[src/rtl/wc_io_bridge.sv]
// rtl/wc_io_bridge.sv - pad-limited I/O bridge: deserialise input beats to core operand, serialise results to pads
module wc_io_bridge #(
    parameter int PIN_IN  = 10,
    parameter int PIN_OUT = 10,
    parameter int D_W     = 70,
    parameter int Z_W     = 30
) (
    input  logic               clk,
    input  logic               rst,
    input  logic [PIN_IN-1:0]  pin_in,
    input  logic               pin_in_vld,
    input  logic               pin_sync,
    output logic [D_W-1:0]     core_d,
    output logic               core_d_vld,
    input  logic [Z_W-1:0]     core_z,
    input  logic               core_z_vld,
    output logic [PIN_OUT-1:0] pin_out,
    output logic               pin_out_vld,
    output logic               pin_out_sof,
    input  logic               clr_err,
    output logic               err_sync,
    output logic               err_ovf
);
    localparam int IN_BEATS  = (D_W + PIN_IN - 1) / PIN_IN;
    localparam int OUT_BEATS = (Z_W + PIN_OUT - 1) / PIN_OUT;
    localparam int IC_W      = (IN_BEATS > 1) ? $clog2(IN_BEATS) : 1;
    localparam int OC_W      = (OUT_BEATS > 1) ? $clog2(OUT_BEATS) : 1;
    localparam int SH_W      = IN_BEATS * PIN_IN;
    localparam int SR_W      = OUT_BEATS * PIN_OUT;
    localparam logic [IC_W-1:0] IN_LAST  = IC_W'(IN_BEATS - 1);
    localparam logic [OC_W-1:0] OUT_LAST = OC_W'(OUT_BEATS - 1);

    typedef enum logic {IDLE, SHIFT} state_t;

    logic [IC_W-1:0] in_cnt_q, in_cnt_d;
    logic [SH_W-1:0] shadow_q, shadow_d;
    logic [D_W-1:0]  core_d_q, core_d_d;
    logic            core_d_vld_q, core_d_vld_d;
    state_t          state_q, state_d;
    logic [SR_W-1:0] sr_q, sr_d;
    logic [OC_W-1:0] out_cnt_q, out_cnt_d;
    logic [Z_W-1:0]  hb_q, hb_d;
    logic            hb_full_q, hb_full_d;
    logic            err_sync_q, err_sync_d;
    logic            err_ovf_q, err_ovf_d;
    logic [IC_W-1:0] idx;
    logic            sync_set, ovf_set;

    always_ff @(posedge clk or negedge rst) begin
        if (!rst) begin
            in_cnt_q     <= '0;
            shadow_q     <= '0;
            core_d_q     <= '0;
            core_d_vld_q <= 1'b0;
            state_q      <= IDLE;
            sr_q         <= '0;
            out_cnt_q    <= '0;
            hb_q         <= '0;
            hb_full_q    <= 1'b0;
            err_sync_q   <= 1'b0;
            err_ovf_q    <= 1'b0;
        end else begin
            in_cnt_q     <= in_cnt_d;
            shadow_q     <= shadow_d;
            core_d_q     <= core_d_d;
            core_d_vld_q <= core_d_vld_d;
            state_q      <= state_d;
            sr_q         <= sr_d;
            out_cnt_q    <= out_cnt_d;
            hb_q         <= hb_d;
            hb_full_q    <= hb_full_d;
            err_sync_q   <= err_sync_d;
            err_ovf_q    <= err_ovf_d;
        end
    end

    // A sync beat arriving mid-frame restarts assembly at slot 0.
    always_comb begin
        in_cnt_d     = in_cnt_q;
        shadow_d     = shadow_q;
        core_d_d     = core_d_q;
        core_d_vld_d = 1'b0;
        sync_set     = 1'b0;
        idx          = in_cnt_q;
        if (pin_in_vld) begin
            if (pin_sync && (in_cnt_q != '0)) begin
                sync_set = 1'b1;
                idx      = '0;
            end
            for (int k = 0; k < IN_BEATS; k++) begin
                if (idx == IC_W'(k)) shadow_d[k*PIN_IN +: PIN_IN] = pin_in;
            end
            if (idx == IN_LAST) begin
                in_cnt_d     = '0;
                core_d_d     = shadow_d[D_W-1:0];
                core_d_vld_d = 1'b1;
            end else begin
                in_cnt_d = idx + 1'b1;
            end
        end
    end

    always_comb begin
        state_d   = state_q;
        sr_d      = sr_q;
        out_cnt_d = out_cnt_q;
        hb_d      = hb_q;
        hb_full_d = hb_full_q;
        ovf_set   = 1'b0;
        case (state_q)
            IDLE: begin
                if (core_z_vld) begin
                    sr_d      = SR_W'(core_z);
                    out_cnt_d = '0;
                    state_d   = SHIFT;
                end
            end
            SHIFT: begin
                if (out_cnt_q == OUT_LAST) begin
                    out_cnt_d = '0;
                    if (hb_full_q) begin
                        // Held result takes over; a result arriving now still finds HB occupied.
                        sr_d      = SR_W'(hb_q);
                        hb_full_d = 1'b0;
                        ovf_set   = core_z_vld;
                    end else if (core_z_vld) begin
                        sr_d = SR_W'(core_z);
                    end else begin
                        state_d = IDLE;
                    end
                end else begin
                    sr_d      = sr_q >> PIN_OUT;
                    out_cnt_d = out_cnt_q + 1'b1;
                    if (core_z_vld) begin
                        if (hb_full_q) begin
                            ovf_set = 1'b1;
                        end else begin
                            hb_d      = core_z;
                            hb_full_d = 1'b1;
                        end
                    end
                end
            end
        endcase
        err_sync_d = sync_set | (err_sync_q & ~clr_err);
        err_ovf_d  = ovf_set | (err_ovf_q & ~clr_err);
    end

    assign core_d      = core_d_q;
    assign core_d_vld  = core_d_vld_q;
    assign pin_out_vld = (state_q == SHIFT);
    assign pin_out_sof = (state_q == SHIFT) && (out_cnt_q == '0);
    assign pin_out     = (state_q == SHIFT) ? sr_q[PIN_OUT-1:0] : '0;
    assign err_sync    = err_sync_q;
    assign err_ovf     = err_ovf_q;
endmodule
[config.mk]
export PLATFORM = sky130hd
export DESIGN_NAME = wc_io_bridge
export DESIGN_NICKNAME = d
export VERILOG_FILES = /design/src/rtl/wc_io_bridge.sv
export SDC_FILE = /design/constraint.sdc
export NUM_CORES = 1
export LEC_CHECK = 0
export ABC_CLOCK_PERIOD_IN_PS = 3300
export BUFFER_PORTS_ARGS = -buffer_cell sky130_fd_sc_hd__buf_2
export CORE_ASPECT_RATIO = 1.2
export CORE_MARGIN = 4
export CORE_UTILIZATION = 55
export CTS_CLUSTER_DIAMETER = 150
export DETAILED_ROUTE_END_ITERATION = 8
export PLACE_DENSITY_LB_ADDON = 0.05
export RECOVER_POWER = 25
export SLEW_MARGIN = 0
export SYNTH_ARGS = -nofsm -noshare
export SYNTH_HDL_FRONTEND = slang
export SYNTH_SLANG_ARGS = --single-unit
[constraint.sdc]
create_clock -name clk -period 3.3 [get_ports clk]
set_input_delay 0.165 -clock clk [delete_from_list [all_inputs] [get_ports clk]]
set_output_delay 0.165 -clock clk [all_outputs]
set_load 0.01 [all_outputs]
After elaboration in Yosys (flattened, before gate mapping)
Cells that the tools add are included.

word-level totals
  register bits after elaboration = 210
  logic and storage cells = 71
  input port bits = 46
  output and inout bits = 85

cells by class
  multiplexer cells = 33
  $add $sub $neg = 2
  bitwise operators = 8
  reductions and logical operators = 9
  equal/unequal tests = 8

operators by type and width
  cell                                                 number
  two-way mux 30 bit                                   3
  two-way mux 10 bit                                   8
  case mux 30 bit (2 select lines)                     1
  two-way mux 1 bit                                    14
  equality test 3 bit, second input constant           3
  two-way mux 3 bit                                    3
  equality test 3 x 2 -> 1 bit, second input constant  2
  two-way mux 2 bit                                    2
  inverter 1 bit                                       4
  case mux 2 bit (2 select lines)                      1
  AND reduction 2 bit                                  2
  AND reduction 4 bit                                  1
  adder 3 x 1 -> 3 bit, second input constant          1
  equality test 3 x 1 -> 1 bit, second input constant  1
  logical NOT 3 bit                                    1
  nonzero test 3 bit                                   1
  adder 2 x 1 -> 2 bit, second input constant          1
  AND 1 bit                                            2
  equality test 2 bit, second input constant           1
  logical AND 1 bit                                    2
  logical NOT 2 bit                                    1
  inequality test 2 bit, second input constant         1
  OR 1 bit                                             2
  case mux 1 bit (2 select lines)                      1
  nonzero test 2 bit                                   1

Longest topological paths before layout
  depth in word-level cells = 7
  gate-level depth with buffers = 7

Worst setup path after synthesis
No wires, ideal clock.

  path kind = flip-flop to flip-flop
  from = reg in_cnt_q[0]
  to = reg core_d_q[31] (netlist: core_d[31])
  data arrival time = 1.860 ns
  slack = 1.313 ns
  clock period less this slack = 1.987 ns
  required time = 3.172 ns
  path buffers = 2
  setup time = 0.128 ns
  stages on the path, launching flop included = 8
  cells stage by stage = dfrtp_1 -> clkbuf_1 -> nand2_1 -> nor2_1 -> ha_1 -> clkbuf_1 -> mux2_2 -> mux2_1

on the way
  word-level cells in the longest chain between the ends = 6

ends and longest elaborated chain
  item                                                                 line    source
  from (decl)                                                          35      logic [IC_W-1:0] in_cnt_q, in_cnt_d;
  from (signal assigned)                                               63      in_cnt_q <= in_cnt_d;
  nonzero test 3 bit                                                   86      if (pin_sync && (in_cnt_q != '0)) begin
  logical AND 1 bit                                                    86
  two-way mux 3 bit (*)                                                86
  two-way mux 3 bit (*)                                                85      if (pin_in_vld) begin
  equality test 3 x 2 -> 1 bit or equality test 3 bit (tied branches)  91, 93
  two-way mux 10 bit or AND reduction 2 bit (tied branches)            --
  to (signal assigned)                                                 65      core_d_q <= core_d_d;
  to (decl)                                                            37      logic [D_W-1:0] core_d_q, core_d_d;

Mark *: on every way between the ends. The rest lies on a longest branch, timed or not. The select of a mux whose other input is x is not followed.
A chain may end at the register's enable or synchronous reset.

Worst setup path in the final report
  from = reg in_cnt_q[0]
  to = reg shadow_q[23]

on the way
  word-level cells in the longest chain between the ends = 6

ends and longest elaborated chain
  item                              line  source
  nonzero test 3 bit                86
  logical AND 1 bit                 86
  two-way mux 3 bit (*)             86
  two-way mux 3 bit (*)             85
  equality test 3 x 2 -> 1 bit (*)  91    if (idx == IC_W'(k)) shadow_d[k*PIN_IN +: PIN_IN] = pin_in;
  two-way mux 10 bit (*)            91
  to (signal assigned)              64    shadow_q <= shadow_d;
  to (decl)                         36    logic [SH_W-1:0] shadow_q, shadow_d;

Marks and branches as above.

==> results by group <==
CTS
  – CTS tree: built
  – Clock-pin slew on the worst setup and hold paths: 0.07 ns
  – CTS Buffer Depth: 2
  – CTS Buf Count: 17
  – # resized after CTS: 0
  – Clock root cell: clkbuf_16
  – H-tree Lvls: 4
  – Worst-Skew Late Latency: 0.42 ns
  – Clock sinks: 200

Placed design
  – Detail Placement HPWL: 12500 um
  – Dpl cell area: 9270 um2
  – Routability cong.: 0.809
  – Port bufs: 130

Timing
  – Hold_ws: 0.0883 ns
  – Unrepaired setup endpoints after global routing: false
  – Worst slew pin tran: 1.00 ns
  – Setup violators final: 0
  – Fin. max-slew vios: 0
  – Total negative setup slack: 0 ns
  – Worst slew margin: 0.330
  – Max Fclk: 0.444 GHz
  – Fin. Hold Viols: 0
  – Worst clock skew: 0.00769 ns
  – Fin crit period: 2.25 ns
  – Final Cycle Share: 0.682

Cells and area
  – Share of cells above drive strength 1: 0.220
  – Post-layout nets: 830
  – Most frequent cells in the layout: 200 x dfrtp_1, 100 x mux2_1, 98 x buf_2, 70 x mux2i_1, 45 x nand2_1
  – Commonest non-fill, non-tap cell in the layout: dfrtp_1
  – Final Util: 0.676
  – Ant. Diodes: 0
  – P&R area growth vs syn: 20.3%
  – Fin area: 10200 um2
  – Fillers: 1146

Synthesis
  – Primary FF master, synth: dfrtp_1
  – Netlist Area Pre-Place: 8440 um2
  – Mean Syn Cell Area: 13.3 um2
  – Syn_nets: 680
  – Post-Syn Instances: 633
  – Yosys cell types: 38
  – Number of synthesized flops with an enable pin: 0
  – Sequential fraction of the synthesis area: 0.593
  – Yosys reg bits: 200
  – YS warnings: 0
  – Share of synthesized registers carrying an async set or reset: 1.00

Die
  – Die Wd: 121 um
  – Die ar.: 17400 um2
  – Initial Utilization: 0.562
  – I/O pin total: 131
  – Standard-cell rows: 49
  – Vert. Die Dim: 144 um
  – Core ar.: 15000 um2

Worst setup path
  – Data arrival, critical path: 2.56 ns
  – Worst-path fanout max: 12
  – Startpoint types: flop
  – Crit Path Category: reg -> reg
  – Critical path endpoint category: flop
  – Worst path required time: 3.61 ns

Global routing
  – First-pass GRT wire length: 30100 um
  – GRT Overall Usage: 0.225
  – Congestion Overflow GR: 0
  – Vias in the first global route: 5765
  – Largest net degree at the start of global routing: 103
  – Initial antenna violation count: 0

Detailed routing
  – Vias/cell: 5.42
  – Post-DRT Antenna Nets: 0
  – DRC errors left: 0
  – DRT iter0 DRCs: 301
  – Detailed Routing Iterations Pass 1: 5
  – Via Count: 5415
  – Total wire length: 18900 um
  – DR WL/cell: 18.9 um

Pwr
  – Pwr Density: 849 nW/um2
  – Max IR drop VDD: 0.470 mV
  – P_leak: 4.86 nW
  – Total power: 8.63 mW

Min path
  – HP Class: in -> reg

Outcome
  – Status: complete, no violations

Job
  – Total of max-cap violations: 0
## metrics by stage
| stage | worst slack (ns) | std cells |
|---|---|---|
| floorplan | 1.31 | 633 |
| global placement | 1.13 | 936 |
| detailed placement | 1.05 | 936 |
| CTS | 1.05 | 1000 |
| global route | 0.974 | 1000 |
| finish | 1.05 | 1000 |
## worst paths after layout
check,startpoint,endpoint,slack [ns],depth (start not counted)
min,pin_in_vld,in_cnt_q[0],0.09,2
max in group asynchronous,rst,shadow_q[13],2.07,3
max,in_cnt_q[0],shadow_q[23],1.05,3
min reg2reg,hb_q[25],sr_q[25],0.48,1
max reg2reg,in_cnt_q[0],shadow_q[23],1.05,3
min in group asynchronous,rst,hb_q[7],0.41,2
## power breakdown
part	internal [mW]	switching, mW	leakage (nW)
clock	1.23	0.898	0.296
sequential	3.46	0.593	2.40
combinational	1.21	1.24	2.16
## cell type report
cell class / count / area [um2] / area share
Sequential cell: 200 / 5000 / 0.493
Multi-Input combinational cell: 349 / 3090 / 0.304
Timing Repair Buffer: 172 / 1040 / 0.103
Clock buffer: 20 / 457 / 0.0450
Tap cell: 204 / 255 / 0.0251
Inverter: 43 / 161 / 0.0159
Clock inverter: 12 / 148 / 0.0145
## critical path: stages (launching register included)
cell	delay, ns
dfrtp_1	0.50
or4b_1	0.76
or2_1	0.50
mux2_4	0.38
## routing by layer
layer / global-route usage / share of wire / wire length [um] / vias to the layer above
li1: - / - / - / 2503
met1: 0.278 / 0.42 / 7950 / 2760
met2: 0.402 / 0.52 / 9860 / 133
met3: 0.0362 / 0.038 / 718 / 19
met4: 0.0800 / 0.018 / 340 / 0
met5: 0 / 0 / 0 / -
## cell usage after synthesis (4+ instances only)
cell / number / area share
nand2_1: 45 / 0.020
dfrtp_1: 200 / 0.59
nor2b_1: 5 / 0.0037
buf_4: 8 / 0.0071
o2bb2ai_1: 10 / 0.010
mux2i_1: 70 / 0.083
a21oi_1: 4 / 0.0024
and2_1: 10 / 0.0074
mux2_2: 20 / 0.027
inv_1: 42 / 0.019
o22ai_1: 21 / 0.016
mux2_1: 100 / 0.13
nor2_1: 6 / 0.0027
a22oi_1: 20 / 0.018
buf_2: 9 / 0.0053
mux2_4: 10 / 0.018
clkbuf_1: 21 / 0.0093
## state kept, by name, indices dropped and copies added, names as in the netlist
| register | cells |
|---|---|
| in_cnt_q | 3 |
| core_d_vld | 1 |
| err_ovf | 1 |
| shadow_q | 60 |
| hb_q | 30 |
| out_cnt_q | 2 |
| core_d | 70 |
| pin_out_vld | 1 |
| err_sync | 1 |
| sr_q | 30 |
| hb_full_q | 1 |
## kinds of logic after synthesis
family / share of synthesized area
adder cells (fa/ha/maj): 0.00148
multiplexers: 0.261
flip-flops: 0.593
buffers and inverters: 0.0431
AND/OR/NAND/NOR: 0.0487
AO/OA/AOI/OAI: 0.0532
## what timing repair did
action | in CTS | in global routing
hold endpoints to repair | 132 | 0
setup buffers | 0 | 0
hold buffers | 32 | 0
No activity file was read; power rests on OpenSTA's default activity.
